==> config.mk <==
export PLATFORM = sky130hd
export DESIGN_NAME = block_scan_ctrl
export DESIGN_NICKNAME = d
export VERILOG_FILES = /design/src/rtl/block_scan_ctrl.sv
export SDC_FILE = /design/constraint.sdc
export NUM_CORES = 1
export LEC_CHECK = 0
export ABC_AREA = 1
export CAP_MARGIN = 10
export CORE_UTILIZATION = 47
export CTS_CLUSTER_SIZE = 30
export DETAILED_ROUTE_END_ITERATION = 12
export PLACE_DENSITY_LB_ADDON = 0.12
export SYNTH_ARGS = -nofsm -noshare
export SYNTH_HDL_FRONTEND = slang
export SYNTH_SLANG_ARGS = --single-unit
==> constraint.sdc <==
create_clock -name clk -period 6 [get_ports clk]
set_clock_uncertainty 0.15 [all_clocks]
set_input_delay 0.9 -clock clk [delete_from_list [all_inputs] [get_ports clk]]
set_output_delay 0.9 -clock clk [all_outputs]
set_load 0.05 [all_outputs]
==> src/rtl/block_scan_ctrl.sv <==
// block_scan_ctrl: frame sequencer for 8x8 block coefficient scan.
// Emits one (u,v) beat per valid/ready handshake, 64 per block.
//
// Ports:
//   clk, rst          clock, synchronous active-high reset
//   start, num_blocks start pulse and block count (latched in IDLE)
//   abort             drop current frame, return to IDLE
//   out_valid/ready   beat handshake
//   u, v, scan_pos    coefficient row/column and position in block
//   blk_idx           0-based block index within the frame
//   out_eob, out_eof  last beat of block / of frame
//   busy, done        frame in progress / one-cycle completion pulse
//
// Build option: define BLOCK_SCAN_ZIGZAG_EN for JPEG zigzag (u,v)
// order; otherwise raster order is used.

module block_scan_ctrl #(
  parameter int BLK_CNT_W = 16
) (
  input  logic                 clk,
  input  logic                 rst,
  input  logic                 start,
  input  logic [BLK_CNT_W-1:0] num_blocks,
  input  logic                 abort,
  output logic                 out_valid,
  input  logic                 out_ready,
  output logic [2:0]           u,
  output logic [2:0]           v,
  output logic [5:0]           scan_pos,
  output logic [BLK_CNT_W-1:0] blk_idx,
  output logic                 out_eob,
  output logic                 out_eof,
  output logic                 busy,
  output logic                 done
);

  typedef enum logic [1:0] {
    IDLE,
    SCAN,
    DONE
  } state_t;

  state_t               state;
  logic [BLK_CNT_W-1:0] nb_q;
  logic [BLK_CNT_W-1:0] last_blk;

  assign last_blk = nb_q - BLK_CNT_W'(1);

  // Flags decode straight from the registered counters.
  assign out_eob = (state == SCAN) &&
                   (scan_pos == 6'd63);
  assign out_eof = out_eob &&
                   (blk_idx == last_blk);

`ifdef BLOCK_SCAN_ZIGZAG_EN
  // Entry = u*8+v for each scan position.
  localparam logic [5:0] ZZ [64] = '{
    6'd0,  6'd1,  6'd8,  6'd16,
    6'd9,  6'd2,  6'd3,  6'd10,
    6'd17, 6'd24, 6'd32, 6'd25,
    6'd18, 6'd11, 6'd4,  6'd5,
    6'd12, 6'd19, 6'd26, 6'd33,
    6'd40, 6'd48, 6'd41, 6'd34,
    6'd27, 6'd20, 6'd13, 6'd6,
    6'd7,  6'd14, 6'd21, 6'd28,
    6'd35, 6'd42, 6'd49, 6'd56,
    6'd57, 6'd50, 6'd43, 6'd36,
    6'd29, 6'd22, 6'd15, 6'd23,
    6'd30, 6'd37, 6'd44, 6'd51,
    6'd58, 6'd59, 6'd52, 6'd45,
    6'd38, 6'd31, 6'd39, 6'd46,
    6'd53, 6'd60, 6'd61, 6'd54,
    6'd47, 6'd55, 6'd62, 6'd63
  };
  assign {u, v} = ZZ[scan_pos];
`else
  assign {u, v} = scan_pos;
`endif

  always_ff @(posedge clk) begin
    if (rst) begin
      state     <= IDLE;
      nb_q      <= '0;
      scan_pos  <= '0;
      blk_idx   <= '0;
      out_valid <= 1'b0;
      busy      <= 1'b0;
      done      <= 1'b0;
    end else begin
      done <= 1'b0;
      unique case (state)
        IDLE: begin
          if (start && !abort) begin
            nb_q     <= num_blocks;
            scan_pos <= '0;
            blk_idx  <= '0;
            busy     <= 1'b1;
            if (num_blocks != '0) begin
              state     <= SCAN;
              out_valid <= 1'b1;
            end else begin
              // Empty frame: report completion directly.
              state <= DONE;
              done  <= 1'b1;
            end
          end
        end
        SCAN: begin
          if (abort) begin
            state     <= IDLE;
            scan_pos  <= '0;
            blk_idx   <= '0;
            out_valid <= 1'b0;
            busy      <= 1'b0;
          end else if (out_ready) begin
            if (out_eof) begin
              state     <= DONE;
              scan_pos  <= '0;
              blk_idx   <= '0;
              out_valid <= 1'b0;
              done      <= 1'b1;
            end else begin
              scan_pos <= scan_pos + 6'd1;
              if (out_eob)
                blk_idx <= blk_idx + BLK_CNT_W'(1);
            end
          end
        end
        DONE: begin
          state    <= IDLE;
          scan_pos <= '0;
          blk_idx  <= '0;
          busy     <= 1'b0;
        end
        default: begin
          state     <= IDLE;
          out_valid <= 1'b0;
          busy      <= 1'b0;
        end
      endcase
    end
  end

endmodule

**Word-level counts from Yosys, hierarchy flattened**

Cells that the tools add are included.

- Add/sub/neg operators: 3
- Multipliers: 0
- Divide/modulo/power cells: 0
- Order comparisons: 0
- Equal/unequal tests: 10
- Shift operators: 0
- Mux-type cells: 32
- Bitwise gates (word level): 1
- Reductions and logical operators: 13

Operator list:

| kind | number |
|---|---|
| $mux 16 | 5 |
| $pmux 16 s3 | 1 |
| $mux 6 | 4 |
| $pmux 6 s3 | 1 |
| $add 16x1->16 const B | 1 |
| $eq 16x16->1 | 1 |
| $reduce_bool 16->1 | 1 |
| $sub 16x1->16 const B | 1 |
| $mux 1 | 12 |
| $mux 2 | 5 |
| $add 6x1->6 const B | 1 |
| $eq 6x6->1 const B | 1 |
| $ne 2x2->1 const B | 3 |
| $ne 3x3->1 const B | 2 |
| $reduce_and 3->1 | 2 |
| $reduce_and 5->1 | 1 |
| $ne 4x4->1 const B | 1 |
| $pmux 1 s2 | 2 |
| $pmux 2 s2 | 1 |
| $reduce_and 2->1 | 2 |
| $reduce_and 4->1 | 1 |
| $logic_and 1x1->1 | 3 |
| $pmux 1 s3 | 1 |
| $reduce_bool 3->1 | 1 |
| 5 further kinds | 5 |

- Bits in registers: 43
- Bits in latches: 0
- Bits in writable memories: 0
- ROM bits: 0
- Input port bits: 21
- Output and inout bits: 33
- Logic and storage cells: 66
- Memories: 0

**Logic depth before layout (Yosys ltp)**

- Depth after elaboration: 7
- Mapped depth: 17
- Depth with buffers taken out: 17

**Worst setup path after synthesis**

OpenSTA, ideal clock, no wires.

- Path type: flip-flop to output port
- From: register scan_pos[1]
- To: output port out_eof
- Arrival: 2.916 ns
- Required time: 4.950 ns
- Path slack: 2.034 ns
- Cell stages (with the launch flop): 11
- Path buffers: 0
- Cells stage by stage: dfxtp_1 ha_1 nand3_1 nor2_1 nand2_1 nor2_1 nand3_1 nor2_1 nand3_2 or2_2 inv_1

- Longest elaborated chain between the ends: 3

RTL lines:

| element | RTL line | source |
|---|---|---|
| from (decl) | 29 | `output logic [5:0] scan_pos,` |
| from (signal assigned) | 123 | `scan_pos <= scan_pos + 6'd1;` |
| $eq 6x6->1 | 51 | `(scan_pos == 6'd63);` |
| $logic_and 1x1->1 | 50 | `assign out_eob = (state == SCAN) &&` |
| named net out_eob | 31 | `output logic out_eob,` |
| $logic_and 1x1->1 | 52 | `assign out_eof = out_eob &&` |
| to (decl) | 32 | `output logic out_eof,` |

The timed path passes the listed nets, and every way through them passes these cells.

**Worst setup path after layout**

- From: register nb_q[0]
- To: output port out_eof

- Longest elaborated chain between the ends: 3

RTL lines:

| element | RTL line | source |
|---|---|---|
| from (decl) | 44 | `logic [BLK_CNT_W-1:0] nb_q;` |
| from (signal assigned) | 94 | `nb_q <= num_blocks;` |
| $sub 16x1->16 | 47 | `assign last_blk = nb_q - BLK_CNT_W'(1);` |
| $eq 16x16->1 | 53 | `(blk_idx == last_blk);` |
| $logic_and 1x1->1 | 52 |  |

No other way between the ends.

==> metrics.md <==
| Metric | Value |
|---|---|
| Vias in the first global route | `2420` |
| Main synth FF type | `dfxtp_1` |
| Die footprint | `0.00614 sq mm` |
| Vias per inst | `4.95` |
| Cell taking the most area after synthesis | `dfxtp_1` |
| WP data arrival | `2.90 ns` |
| Ant. Diodes | `0` |
| Final Hold Viols | `0` |
| GRT Total Usage | `22.8%` |
| Status | `complete, no violations` |
| Most frequent cells after synthesis | `nand2_1 (90), nor2_1 (58), inv_1 (53)` |
| Design internal power | `0.484 mW` |
| Static Leakage | `1.43 nW` |
| Cell with the most instances after synthesis | `nand2_1` |
| Row cnt | `27` |
| Slew @ Worst Pin | `0.583 ns` |
| EDFF count, synth | `0` |
| First-pass GRT wire length | `11.0 mm` |
| Setup Viol. Count Final | `0` |
| Post-DP HPWL | `5.11 mm` |
| Die width | `78.4 um` |
| Slowest stage delay, CP | `0.79 ns` |
| Setup TNS | `0 ns` |
| Vias | `2609` |
| Clock tree root driver cell | `clkbuf_8` |
| Drt first pass iters | `6` |
| DRC viols | `0` |
| Asr flop ratio synth | `0%` |
| CP Launch Type | `flip-flop` |
| CTS Buf Count | `5` |
| Reg power frac | `41.6%` |
| CTS Hold Bufs | `0` |
| GP Congestion | `0.845` |
| Clock sink count | `43` |
| Final WL | `6.48 mm` |
| Most used cell, CP | `nand3_1` |
| Cts repair resizes | `0` |
| Antenna violations before repair | `0` |
| Worst setup EP type | `output port` |
| Top-area cell type share of the netlist area | `31.4%` |
| Post-CTS setup buffers | `0` |
| Initial Util | `49.2%` |
| Worst skew pair latency | `0.29 ns` |
| CTS H-Tree Depth | `2` |
| Iter 0 DRT Violations | `134` |
| Core region area | `0.00557 sq mm` |
| Max-cap violation count | `0` |
| Synthesized area | `0.00274 sq mm` |
| Max transition margin | `61.1%` |
| Switching Fraction | `38.8%` |
| Final worst path period need | `3.95 ns` |
| Area delta synth->final | `22.6%` |
| Post-Synthesis Cells | `405` |
| Synth Area per Inst | `6.77 sq um` |
| RSZ-0062 raised after global routing | `no` |
| Syn Nets | `429` |
| Synth area leaders | `dfxtp_1 (31%), nand2_1 (12%), nor2_1 (7.9%), inv_1 (7.3%), o21ai_0 (4.6%)` |
| Worst path slowest cell | `clkdlybuf4s50_1` |
| Pins Over Slew Limit | `0` |
| Combinational share of power | `35.5%` |
| Port Buffers | `53` |
| VDD IR max | `0.143 mV` |
| CP Data Required Time | `4.95 ns` |
| CP Class | `reg2out` |
| Max Buffers Root-to-Sink | `2` |
| Final ANT Viol Nets | `0` |
| F_max | `253 MHz` |
| Clock Power Share | `23.0%` |
| Drt wl/cell | `12.3 um` |
| Largest net degree at the start of global routing | `32` |
| Worst-path clk slew | `0.09 ns` |
| Worst-path maximum fanout | `4` |
| #FFs+latches synth | `43` |
| CP Cell Sequence | `inv_2 > ha_1 > nand2_1 > nor2_1 > nand3_1 > nand3_1 > nand2_1 > nor2_1 > nand3_1 > or2_2 > inv_1 > clkdlybuf4s50_1` |
| Pwr Total | `0.791 mW` |
| Reg2reg setup slack | `3.66 ns` |
| CTS tree | `yes` |
| Die Y | `78.4 um` |
| Share of cells above drive strength 1 | `11.9%` |
| I/O pins | `54` |
| Grt ovf | `0` |
| Final Core Density | `60.3%` |
| Synth unique cells | `38` |
| Worst min path class | `reg2reg` |
| PwrDens | `235 mW/mm^2` |
| Seq/Total Area, Yosys | `31.4%` |
| Period utilization | `65.9%` |
| Total of warnings raised by yosys | `0` |
| Psw | `0.307 mW` |
| Post-layout nets | `478` |
-- placed cells by master (no fill, tap or decap), drive strengths merged --
cell,instances
xnor2,6
nor3b,1
a21oi,24
clkinv,3
clkbuf,5
nand3,17
clkdlybuf4s50,53
o211ai,1
nor3,8
ha,3
o21ai,26
and2,2
inv,60
nand3b,5
o21bai,2
nor2,72
nand2,101
xor2,14
buf,1
nor4,2
nand4,5
or2,1
dfxtp,43
-- worst max-delay path: cells and delay by family (launching register included) --
family	cells	cell delay, ns
buffers and inverters	3	0.94
DFF	1	0.34
adders and majority gates	1	0.24
and+or+nand+nor	8	1.08
-- path summary, 6_finish.rpt --
check,from,endpoint,cells after the start
setup reg to reg,scan_pos[0],blk_idx[13],12
setup / recovery,nb_q[0],out_eof,12
hold / removal,out_valid,out_valid,2
hold reg to reg,out_valid,out_valid,2
-- through the flow --
| stage | area [sq um] | hold slack [ns] | cells | setup slack (ns) |
|---|---|---|---|---|
| floorplan | 2740 | 0.332 | 405 | 2.03 |
| global placement | 3280 | 0.313 | 519 | 2.39 |
| detailed placement | 3280 | 0.310 | 519 | 2.36 |
| CTS | 3360 | 0.331 | 527 | 2.03 |
| global route | 3360 | 0.347 | 527 | 1.83 |
| finish | 3360 | 0.327 | 527 | 2.05 |
-- logic make-up (layout without fill, tap and decap cells) --
kind of cell / count (synthesis) / after routing / synth area share [%]
simple gates: 214 / 214 / 38.2
buf+inv: 72 / 122 / 12.0
compound gates: 53 / 53 / 10.6
flops: 43 / 43 / 31.4
xor+xnor: 20 / 20 / 6.39
fa+ha+maj: 3 / 3 / 1.37
-- registers in the layout, indices dropped and copies added (netlist names) --
name,flops
state,2
scan_pos,6
nb_q,16
blk_idx,16
out_valid,1
busy,1
done,1
-- power groups by stage --
stage          clock [mW]  sequential (mW)  combinational, mW
5_1_grt             0.202            0.332              0.314
4_1_cts             0.187            0.329              0.282
3_3_place_gp            0            0.334              0.277
2_1_floorplan           0            0.354              0.197
3_5_place_dp            0            0.334              0.281
6_report            0.182            0.329              0.281
-- layout make-up --
class	instances	area, sq um
repair buffers	54	538
well taps	72	90.1
flip-flops and latches	43	861
inverters	60	238
clock buffers	5	68.8
multi-input cells	290	1550
clock inverters	3	15.0
fillers	563	2210
-- routing by layer --
layer	part of all wire (%)	vias up	routed length (um)	GRT usage, %
li1	-	1356	-	-
met5	0	-	0	0
met3	4.5	8	289	3.60
met2	46	61	3000	37.4
met4	1.4	0	91	7.41
met1	48	1184	3110	30.4
(Power assumes the default switching activity.)
